File: config.mk
export PLATFORM = sky130hd
export DESIGN_NAME = question_pixel_fetch_flat
export DESIGN_NICKNAME = d
export VERILOG_FILES = /design/src/rtl/question_pixel_fetch_if.sv /design/src/rtl/question_pixel_fetch.sv /design/src/flat_wrapper.sv
export SDC_FILE = /design/constraint.sdc
export NUM_CORES = 1
export LEC_CHECK = 0
export CORE_ASPECT_RATIO = 2
export CORE_MARGIN = 2
export CORE_UTILIZATION = 43
export DETAILED_ROUTE_END_ITERATION = 12
export PLACE_DENSITY = 0.79
export SLEW_MARGIN = 0
export SYNTH_ARGS = -nofsm -noshare
export SYNTH_HDL_FRONTEND = slang
export SYNTH_SLANG_ARGS = --single-unit
File: constraint.sdc
create_clock -name clk -period 2.2 [get_ports clk]
set_input_delay 0.22 -clock clk [delete_from_list [all_inputs] [get_ports clk]]
set_output_delay 0.22 -clock clk [all_outputs]
set_load 0.05 [all_outputs]
File: src/rtl/question_pixel_fetch_if.sv
// Pixel-stream and ROM bus between the VGA timing side, the question-image ROM
// and the colour output stage.
interface question_pixel_fetch_if;
  logic        frame_tick;
  logic [9:0]  pixel_x;
  logic [9:0]  pixel_y;
  logic        video_on;
  logic        show;
  logic        hide;
  logic [13:0] rom_addr;
  logic [11:0] rom_data;
  logic [11:0] rgb;
  logic        busy;

  modport master (
    output frame_tick,
    output pixel_x,
    output pixel_y,
    output video_on,
    output show,
    output hide,
    input  rom_addr,
    output rom_data,
    input  rgb,
    input  busy
  );

  modport slave (
    input  frame_tick,
    input  pixel_x,
    input  pixel_y,
    input  video_on,
    input  show,
    input  hide,
    output rom_addr,
    input  rom_data,
    output rgb,
    output busy
  );
endinterface

File: src/rtl/question_pixel_fetch.sv
// Question-image address generator and output stage: maps screen coordinates to
// ROM addresses, aligns flags with the ROM latency and runs a top-down reveal.
module question_pixel_fetch #(
  parameter int unsigned X0          = 256,
  parameter int unsigned Y0          = 176,
  parameter int unsigned IMG_W       = 128,
  parameter int unsigned IMG_H       = 128,
  parameter int unsigned REVEAL_STEP = 8,
  parameter logic [11:0] BG_COLOR    = 12'h000
) (
  input logic                  clk,
  input logic                  reset,
  question_pixel_fetch_if.slave vga
);

  typedef enum logic [1:0] {StHidden, StReveal, StShown} state_e;

  localparam logic [10:0] XLo = 11'(X0);
  localparam logic [10:0] XHi = 11'(X0 + IMG_W);
  localparam logic [10:0] YLo = 11'(Y0);
  localparam logic [10:0] YHi = 11'(Y0 + IMG_H);
  localparam logic [8:0]  RowsMax = 9'(IMG_H);
  localparam logic [8:0]  RowsStep = 9'(REVEAL_STEP);

  state_e      state_q, state_d;
  logic [7:0]  rows_q, rows_d;
  logic        busy_q, busy_d;
  logic [8:0]  rows_sum;

  logic        in_win;
  logic        vis;
  logic [9:0]  dx, dy;
  logic [13:0] addr_d;

  logic [13:0] rom_addr_q;
  logic        vis_q, von_q;
  logic        vis_d2_q, von_d2_q;
  logic [11:0] rgb_q, rgb_d;

  // Reveal FSM: hide has priority over everything, show only starts from hidden.
  always_comb begin
    state_d  = state_q;
    rows_d   = rows_q;
    rows_sum = 9'(rows_q) + RowsStep;
    if (vga.hide) begin
      state_d = StHidden;
      rows_d  = 8'd0;
    end else begin
      unique case (state_q)
        StHidden: begin
          if (vga.show) begin
            state_d = StReveal;
            rows_d  = 8'd0;
          end
        end
        StReveal: begin
          if (vga.frame_tick) begin
            if (rows_sum >= RowsMax) begin
              rows_d  = 8'(RowsMax);
              state_d = StShown;
            end else begin
              rows_d = rows_sum[7:0];
            end
          end
        end
        StShown: ;
        default: begin
          state_d = StHidden;
          rows_d  = 8'd0;
        end
      endcase
    end
    busy_d = (state_d == StReveal);
  end

  always_ff @(posedge clk) begin
    if (reset) begin
      state_q <= StHidden;
      rows_q  <= 8'd0;
      busy_q  <= 1'b0;
    end else begin
      state_q <= state_d;
      rows_q  <= rows_d;
      busy_q  <= busy_d;
    end
  end

  // Window decode in 11 bits so X0+IMG_W may reach the top of the 10-bit range.
  always_comb begin
    in_win = ({1'b0, vga.pixel_x} >= XLo) && ({1'b0, vga.pixel_x} < XHi) &&
             ({1'b0, vga.pixel_y} >= YLo) && ({1'b0, vga.pixel_y} < YHi);
    dx     = vga.pixel_x - XLo[9:0];
    dy     = vga.pixel_y - YLo[9:0];
    addr_d = in_win ? (14'(dy) * 14'(IMG_W) + 14'(dx)) : 14'd0;
    vis    = in_win && ((state_q == StShown) ||
                        ((state_q == StReveal) && (dy < {2'b00, rows_q})));
  end

  always_comb begin
    if (!von_d2_q) begin
      rgb_d = 12'h000;
    end else if (vis_d2_q) begin
      rgb_d = vga.rom_data;
    end else begin
      rgb_d = BG_COLOR;
    end
  end

  // Stage 1 feeds the ROM; stage 2 matches the ROM register; stage 3 is the mux.
  always_ff @(posedge clk) begin
    if (reset) begin
      rom_addr_q <= 14'd0;
      vis_q      <= 1'b0;
      von_q      <= 1'b0;
      vis_d2_q   <= 1'b0;
      von_d2_q   <= 1'b0;
      rgb_q      <= 12'h000;
    end else begin
      rom_addr_q <= addr_d;
      vis_q      <= vis;
      von_q      <= vga.video_on;
      vis_d2_q   <= vis_q;
      von_d2_q   <= von_q;
      rgb_q      <= rgb_d;
    end
  end

  assign vga.rom_addr = rom_addr_q;
  assign vga.rgb      = rgb_q;
  assign vga.busy     = busy_q;

endmodule

File: src/flat_wrapper.sv
// flat-port wrapper written by rule: the top's interface ports become plain ports
module question_pixel_fetch_flat 
#(
  parameter int unsigned X0          = 256,
  parameter int unsigned Y0          = 176,
  parameter int unsigned IMG_W       = 128,
  parameter int unsigned IMG_H       = 128,
  parameter int unsigned REVEAL_STEP = 8,
  parameter logic [11:0] BG_COLOR    = 12'h000
)
  (clk, reset, vga_frame_tick, vga_pixel_x, vga_pixel_y, vga_video_on, vga_show, vga_hide, vga_rom_addr, vga_rom_data, vga_rgb, vga_busy);
  question_pixel_fetch_if vga_i ();
  input logic clk;
  input logic reset;
  input wire logic [$bits(vga_i.frame_tick)-1:0] vga_frame_tick;
  input wire logic [$bits(vga_i.pixel_x)-1:0] vga_pixel_x;
  input wire logic [$bits(vga_i.pixel_y)-1:0] vga_pixel_y;
  input wire logic [$bits(vga_i.video_on)-1:0] vga_video_on;
  input wire logic [$bits(vga_i.show)-1:0] vga_show;
  input wire logic [$bits(vga_i.hide)-1:0] vga_hide;
  output wire logic [$bits(vga_i.rom_addr)-1:0] vga_rom_addr;
  input wire logic [$bits(vga_i.rom_data)-1:0] vga_rom_data;
  output wire logic [$bits(vga_i.rgb)-1:0] vga_rgb;
  output wire logic [$bits(vga_i.busy)-1:0] vga_busy;
  assign vga_i.frame_tick = vga_frame_tick;
  assign vga_i.pixel_x = vga_pixel_x;
  assign vga_i.pixel_y = vga_pixel_y;
  assign vga_i.video_on = vga_video_on;
  assign vga_i.show = vga_show;
  assign vga_i.hide = vga_hide;
  assign vga_rom_addr = vga_i.rom_addr;
  assign vga_i.rom_data = vga_rom_data;
  assign vga_rgb = vga_i.rgb;
  assign vga_busy = vga_i.busy;
  question_pixel_fetch #(.X0(X0), .Y0(Y0), .IMG_W(IMG_W), .IMG_H(IMG_H), .REVEAL_STEP(REVEAL_STEP), .BG_COLOR(BG_COLOR)) u_core (.clk(clk), .reset(reset), .vga(vga_i));
endmodule
==> summary by stage, run 1 <==
Placement
The minimum setup slack after placement is 0.0329 ns. During placement, the flow inserted port buffers numbering 64. Routability-driven placement finished with a final weighted congestion of 0.812.

Summed over all nets, the half-perimeter wirelength after detailed placement is 2850 um.

Drt
The final layout contains routed wiring with a total length of 3550 um. For this run, design rule violations remaining after detail routing come to 0. The via density per instance is 4.93. The number of violations reported at the end of detailed-routing iteration 0 is 20. For this block, the via count after detailed routing is 1,431. In the final routed layout, each cell accounts on average for 12.3 um. Before antenna repair, the detailed router went through 4 iterations.

The detail route stage leaves a number of antenna-violating nets equal to 0.

Floorplanning
The I/O pin total is 65. The chip width is 47.6 um. The area of the core is 0.00365 mm2. Measured along the y axis, the die boundary spans 91.1 um. The initial core utilization is 0.448. The floorplan step defined a die boundary enclosing 0.00434 mm2. The site row count is 31.

Clocking
The TritonCTS buffer count is 5. The tree built by TritonCTS fans out to 38 sinks. The clock tree from TritonCTS is built. The clock tree synthesis step divided the H-tree into 2 levels. Clock-pin slew was measured on the worst setup and hold paths at 0.08 ns.

After clock tree synthesis, the repair step resized 0 gates. The CTS root buffer is sky130_fd_sc_hd__clkbuf_8. The clock insertion delay at the later pin of the skew report is 0.30 ns. The number of buffers inserted by hold repair at cts is 0. The number of setup buffers added after CTS is 0. The clock passes through at most 2 buffers.

Logic synthesis
Averaged over all synthesized cells, the footprint is 9.66 um2. The number of distinct standard cells referenced by the synthesized netlist is 39. Synthesis inferred 38 register bits. The portion of synthesized area spent on multiplexers is 0.00613. Of the total synthesized cell area, the portion taken by AND, OR, NAND and NOR gates is 0.237.

When the netlist entered floorplanning its net count stood at 221. The area of the mapped netlist is 0.00163 mm2. The gate count of the mapped netlist is 169. The area fraction in compound gates after synthesis is 0.112. The part of the Yosys area used for sequential elements is 0.466. After synthesis, the largest family of logic cells by area is simple AND/OR/NAND/NOR gates.

Of the total synthesized cell area, the portion taken by XOR and XNOR cells is 0.0375. For this run, the number of Yosys warnings is 0. Of the total synthesized cell area, the portion taken by full adders, half adders and majority gates is 0.112.

STA
Setup violations remaining at the end of the flow were counted as 0. The summed negative setup slack over all endpoints is 0 ns. The final worst-path setup slack is 0.299 ns. The max-slew headroom at the worst pin is 0.649. The final critical-path share of the clock period is 0.864. The maximum clock frequency is 526 MHz. Setup repair after global routing left no endpoint under its margin. The number of endpoints with negative hold slack in the final report is 0. The shortest clock period the worst path allows after layout is 1.90 ns. For the pin with the worst max-slew slack, the measured transition is 0.525 ns. The number of max-slew violations in the final report came to 0. Clock skew on the completed layout was measured at 0.00642 ns. On the final layout, the worst hold slack is 0.445 ns.

Finish
The library cells used most frequently in the layout, excluding fill and tap cells, are sky130_fd_sc_hd__clkdlybuf4s50_1, sky130_fd_sc_hd__dfxtp_1, sky130_fd_sc_hd__and2_1. The area growth from synthesis to final layout is 51.9%. The fraction of final layout cells sized beyond drive strength 1 is 0.0664.

Leaving out fill and tap cells, the most frequent cell in the layout is sky130_fd_sc_hd__clkdlybuf4s50_1. Counting the fill cells in the layout gives 312. The number of diodes is 0. At the end of the flow, the number of nets in the layout was 292.

Worst setup path
The worst setup path is captured at a flip-flop. Tracing the worst setup path back leads to its startpoint at vga_pixel_y[4]. The critical path in this run is classified as in2reg. The worst-path maximum fanout is 5.

The critical path capture point is u_core.vis_q$_SDFF_PP0_. At the worst endpoint, the arrival time is 2.13 ns. The worst reg2reg path startpoint is u_core.rows_q[3]$_SDFFE_PP0P_.

The worst register-to-register path has a depth of 5. The required time of the worst setup path is 2.43 ns. The nature of the critical path startpoint is an input pin. The internal reg-to-reg setup slack is 0.52 ns.

In this run the critical register-to-register path is captured at u_core.rows_q[5]$_SDFFE_PP0P_.

Power
IR analysis of the VDD net gives a maximum drop of 567 uV. The internal power of the cells totals 0.00126 W. The power per unit of standard cell area is 644 mW/mm2. For this design the static power due to leakage is 0.973 nW. The share of total power dissipated in the clock network is 0.443. The switching power summed over all nets is 0.000340 W.

The share of power burned in registers is 0.436. Of the total power, the share spent switching nets is 0.213. Of the total power, combinational logic draws 0.121.

Worst hold path
The worst hold path belongs to the class reg2reg. The origin of the worst min-delay path is u_core.vis_q$_SDFF_PP0_.

Global route
The via count of the first global-routing pass is 1,381. The maximum number of pins on one net before global-route repair is 14. The number of antenna violations at the first check in global routing is 0. The global-route usage over all layers is 0.187. The first global-routing pass estimated 5840 um of wire.

The overall overflow remaining after global route is 0.

Job
Max-cap violations in this run came to 0.

Status
The flow ran to the end, and the final reports show no timing, DRC or antenna violations.
layer usage:
metal  vias to the layer above  global-route usage  part of all wire
met5                         -                   0                 0
met4                         0               0.108             0.033
met3                        10              0.0537             0.063
met2                        50               0.323              0.56
met1                       655               0.177              0.34
li1                        716                   -                 -
worst min-delay path by stage:
stage / end / slack (ns) / depth (start not counted)
after floorplan: u_core.vis_d2_q$_SDFF_PP0_ / 0.29 / 1
after global placement: u_core.von_d2_q$_SDFF_PP0_ / 0.42 / 1
after detailed placement: u_core.von_d2_q$_SDFF_PP0_ / 0.43 / 1
after CTS: u_core.vis_d2_q$_SDFF_PP0_ / 0.45 / 1
after global routing: u_core.von_d2_q$_SDFF_PP0_ / 0.47 / 1
final: u_core.vis_d2_q$_SDFF_PP0_ / 0.44 / 1
critical path, cell delays in order:
cell and delay (ns):
sky130_fd_sc_hd__clkdlybuf4s50_1 0.57, sky130_fd_sc_hd__inv_1 0.09, sky130_fd_sc_hd__ha_1 0.29, sky130_fd_sc_hd__inv_1 0.09, sky130_fd_sc_hd__ha_1 0.23, sky130_fd_sc_hd__o21ai_1 0.07
sky130_fd_sc_hd__nor2_1 0.05, sky130_fd_sc_hd__nor3_1 0.22, sky130_fd_sc_hd__o211ai_1 0.14, sky130_fd_sc_hd__a21oi_1 0.14
synthesized netlist by cell type, drive strengths merged:
library cell,n,area (um2)
a21boi,1,7.51
a21o,2,15.0
a21oi,11,55.1
a22oi,1,7.51
a32oi,1,8.76
and2,21,131
and3,1,6.26
and3b,1,8.76
buf,1,3.75
clkbuf,1,3.75
dfxtp,38,761
fa,1,20.0
ha,13,163
inv,11,41.3
mux2i,1,10.0
nand2,5,18.8
nand2b,2,12.5
nand3,4,20.0
nand3b,1,7.51
nand4b,1,8.76
nor2,13,48.8
nor2b,5,31.3
nor3,5,25.0
nor3b,1,7.51
nor4,3,18.8
nor4b,1,8.76
o2111a,1,12.5
o2111ai,1,15.0
o211ai,1,7.51
o21a,2,15.0
o21ai,7,38.8
or2,1,6.26
or4,3,26.3
xnor2,5,43.8
xor2,2,17.5
final cells by class:
cell class / instances / area [um2] / share of cell area
Clock buffer: 5 / 68.8 / 0.0277
Multi-Input combinational cell: 118 / 823 / 0.332
Sequential cell: 38 / 761 / 0.307
Tap cell: 49 / 61.3 / 0.0247
Inverter: 11 / 41.3 / 0.0166
Clock inverter: 3 / 68.8 / 0.0277
Timing Repair Buffer: 66 / 656 / 0.264
cells by family after synthesis:
family          Yosys count
mux                       1
fa+ha+maj                14
compound gates           28
flops                    38
buf+inv                  13
xor+xnor                  7
simple gates             68
power by group through the flow:
stage	registers (W)	clock network (W)	logic [W]
floorplan	0.000723	0	0.0000794
global placement	0.000712	0	0.000191
detailed placement	0.000713	0	0.000194
CTS	0.000696	0.000721	0.000195
global route	0.000697	0.000759	0.000215
finish	0.000696	0.000707	0.000194
flip-flops by register name, summed over array words and instances, names as in the netlist:
name                 flops
u_core.vis_q             1
u_core.vga.rom_addr     14
u_core.state_q           2
u_core.von_q             1
u_core.rows_q            5
u_core.vis_d2_q          1
u_core.von_d2_q          1
u_core.vga.rgb          12
u_core.vga.busy          1
through the flow:
step / cells / instance area (um2) / power, W / util
CTS: 290 / 2480 / 0.00161 / 0.680
global route: 290 / 2480 / 0.00167 / 0.680
finish: 290 / 2480 / 0.00160 / 0.680
global placement: 282 / 2340 / 0.000903 / 0.642
floorplan: 169 / 1630 / 0.000802 / -
detailed placement: 282 / 2340 / 0.000906 / 0.642
(Power assumes the default switching activity.)
==> run 2: changes to the inputs <==
--- a/config.mk
+++ b/config.mk
@@ -8,6 +8,7 @@
 export CORE_ASPECT_RATIO = 2
 export CORE_MARGIN = 2
 export CORE_UTILIZATION = 43
+export CTS_CLUSTER_DIAMETER = 60
 export DETAILED_ROUTE_END_ITERATION = 12
 export PLACE_DENSITY = 0.79
 export SLEW_MARGIN = 0
==> results of run 2 <==
Final layout, timing and power as in run 1 (identical DEF).
==> run 3: changes to the inputs <==
--- a/config.mk
+++ b/config.mk
@@ -5,10 +5,11 @@
 export SDC_FILE = /design/constraint.sdc
 export NUM_CORES = 1
 export LEC_CHECK = 0
+export CAP_MARGIN = 20
 export CORE_ASPECT_RATIO = 2
 export CORE_MARGIN = 2
 export CORE_UTILIZATION = 43
-export CTS_CLUSTER_DIAMETER = 60
+export CTS_CLUSTER_DIAMETER = 50
 export DETAILED_ROUTE_END_ITERATION = 12
 export PLACE_DENSITY = 0.79
 export SLEW_MARGIN = 0
==> results of run 3 <==
Final layout, timing and power as in run 1 (identical DEF).
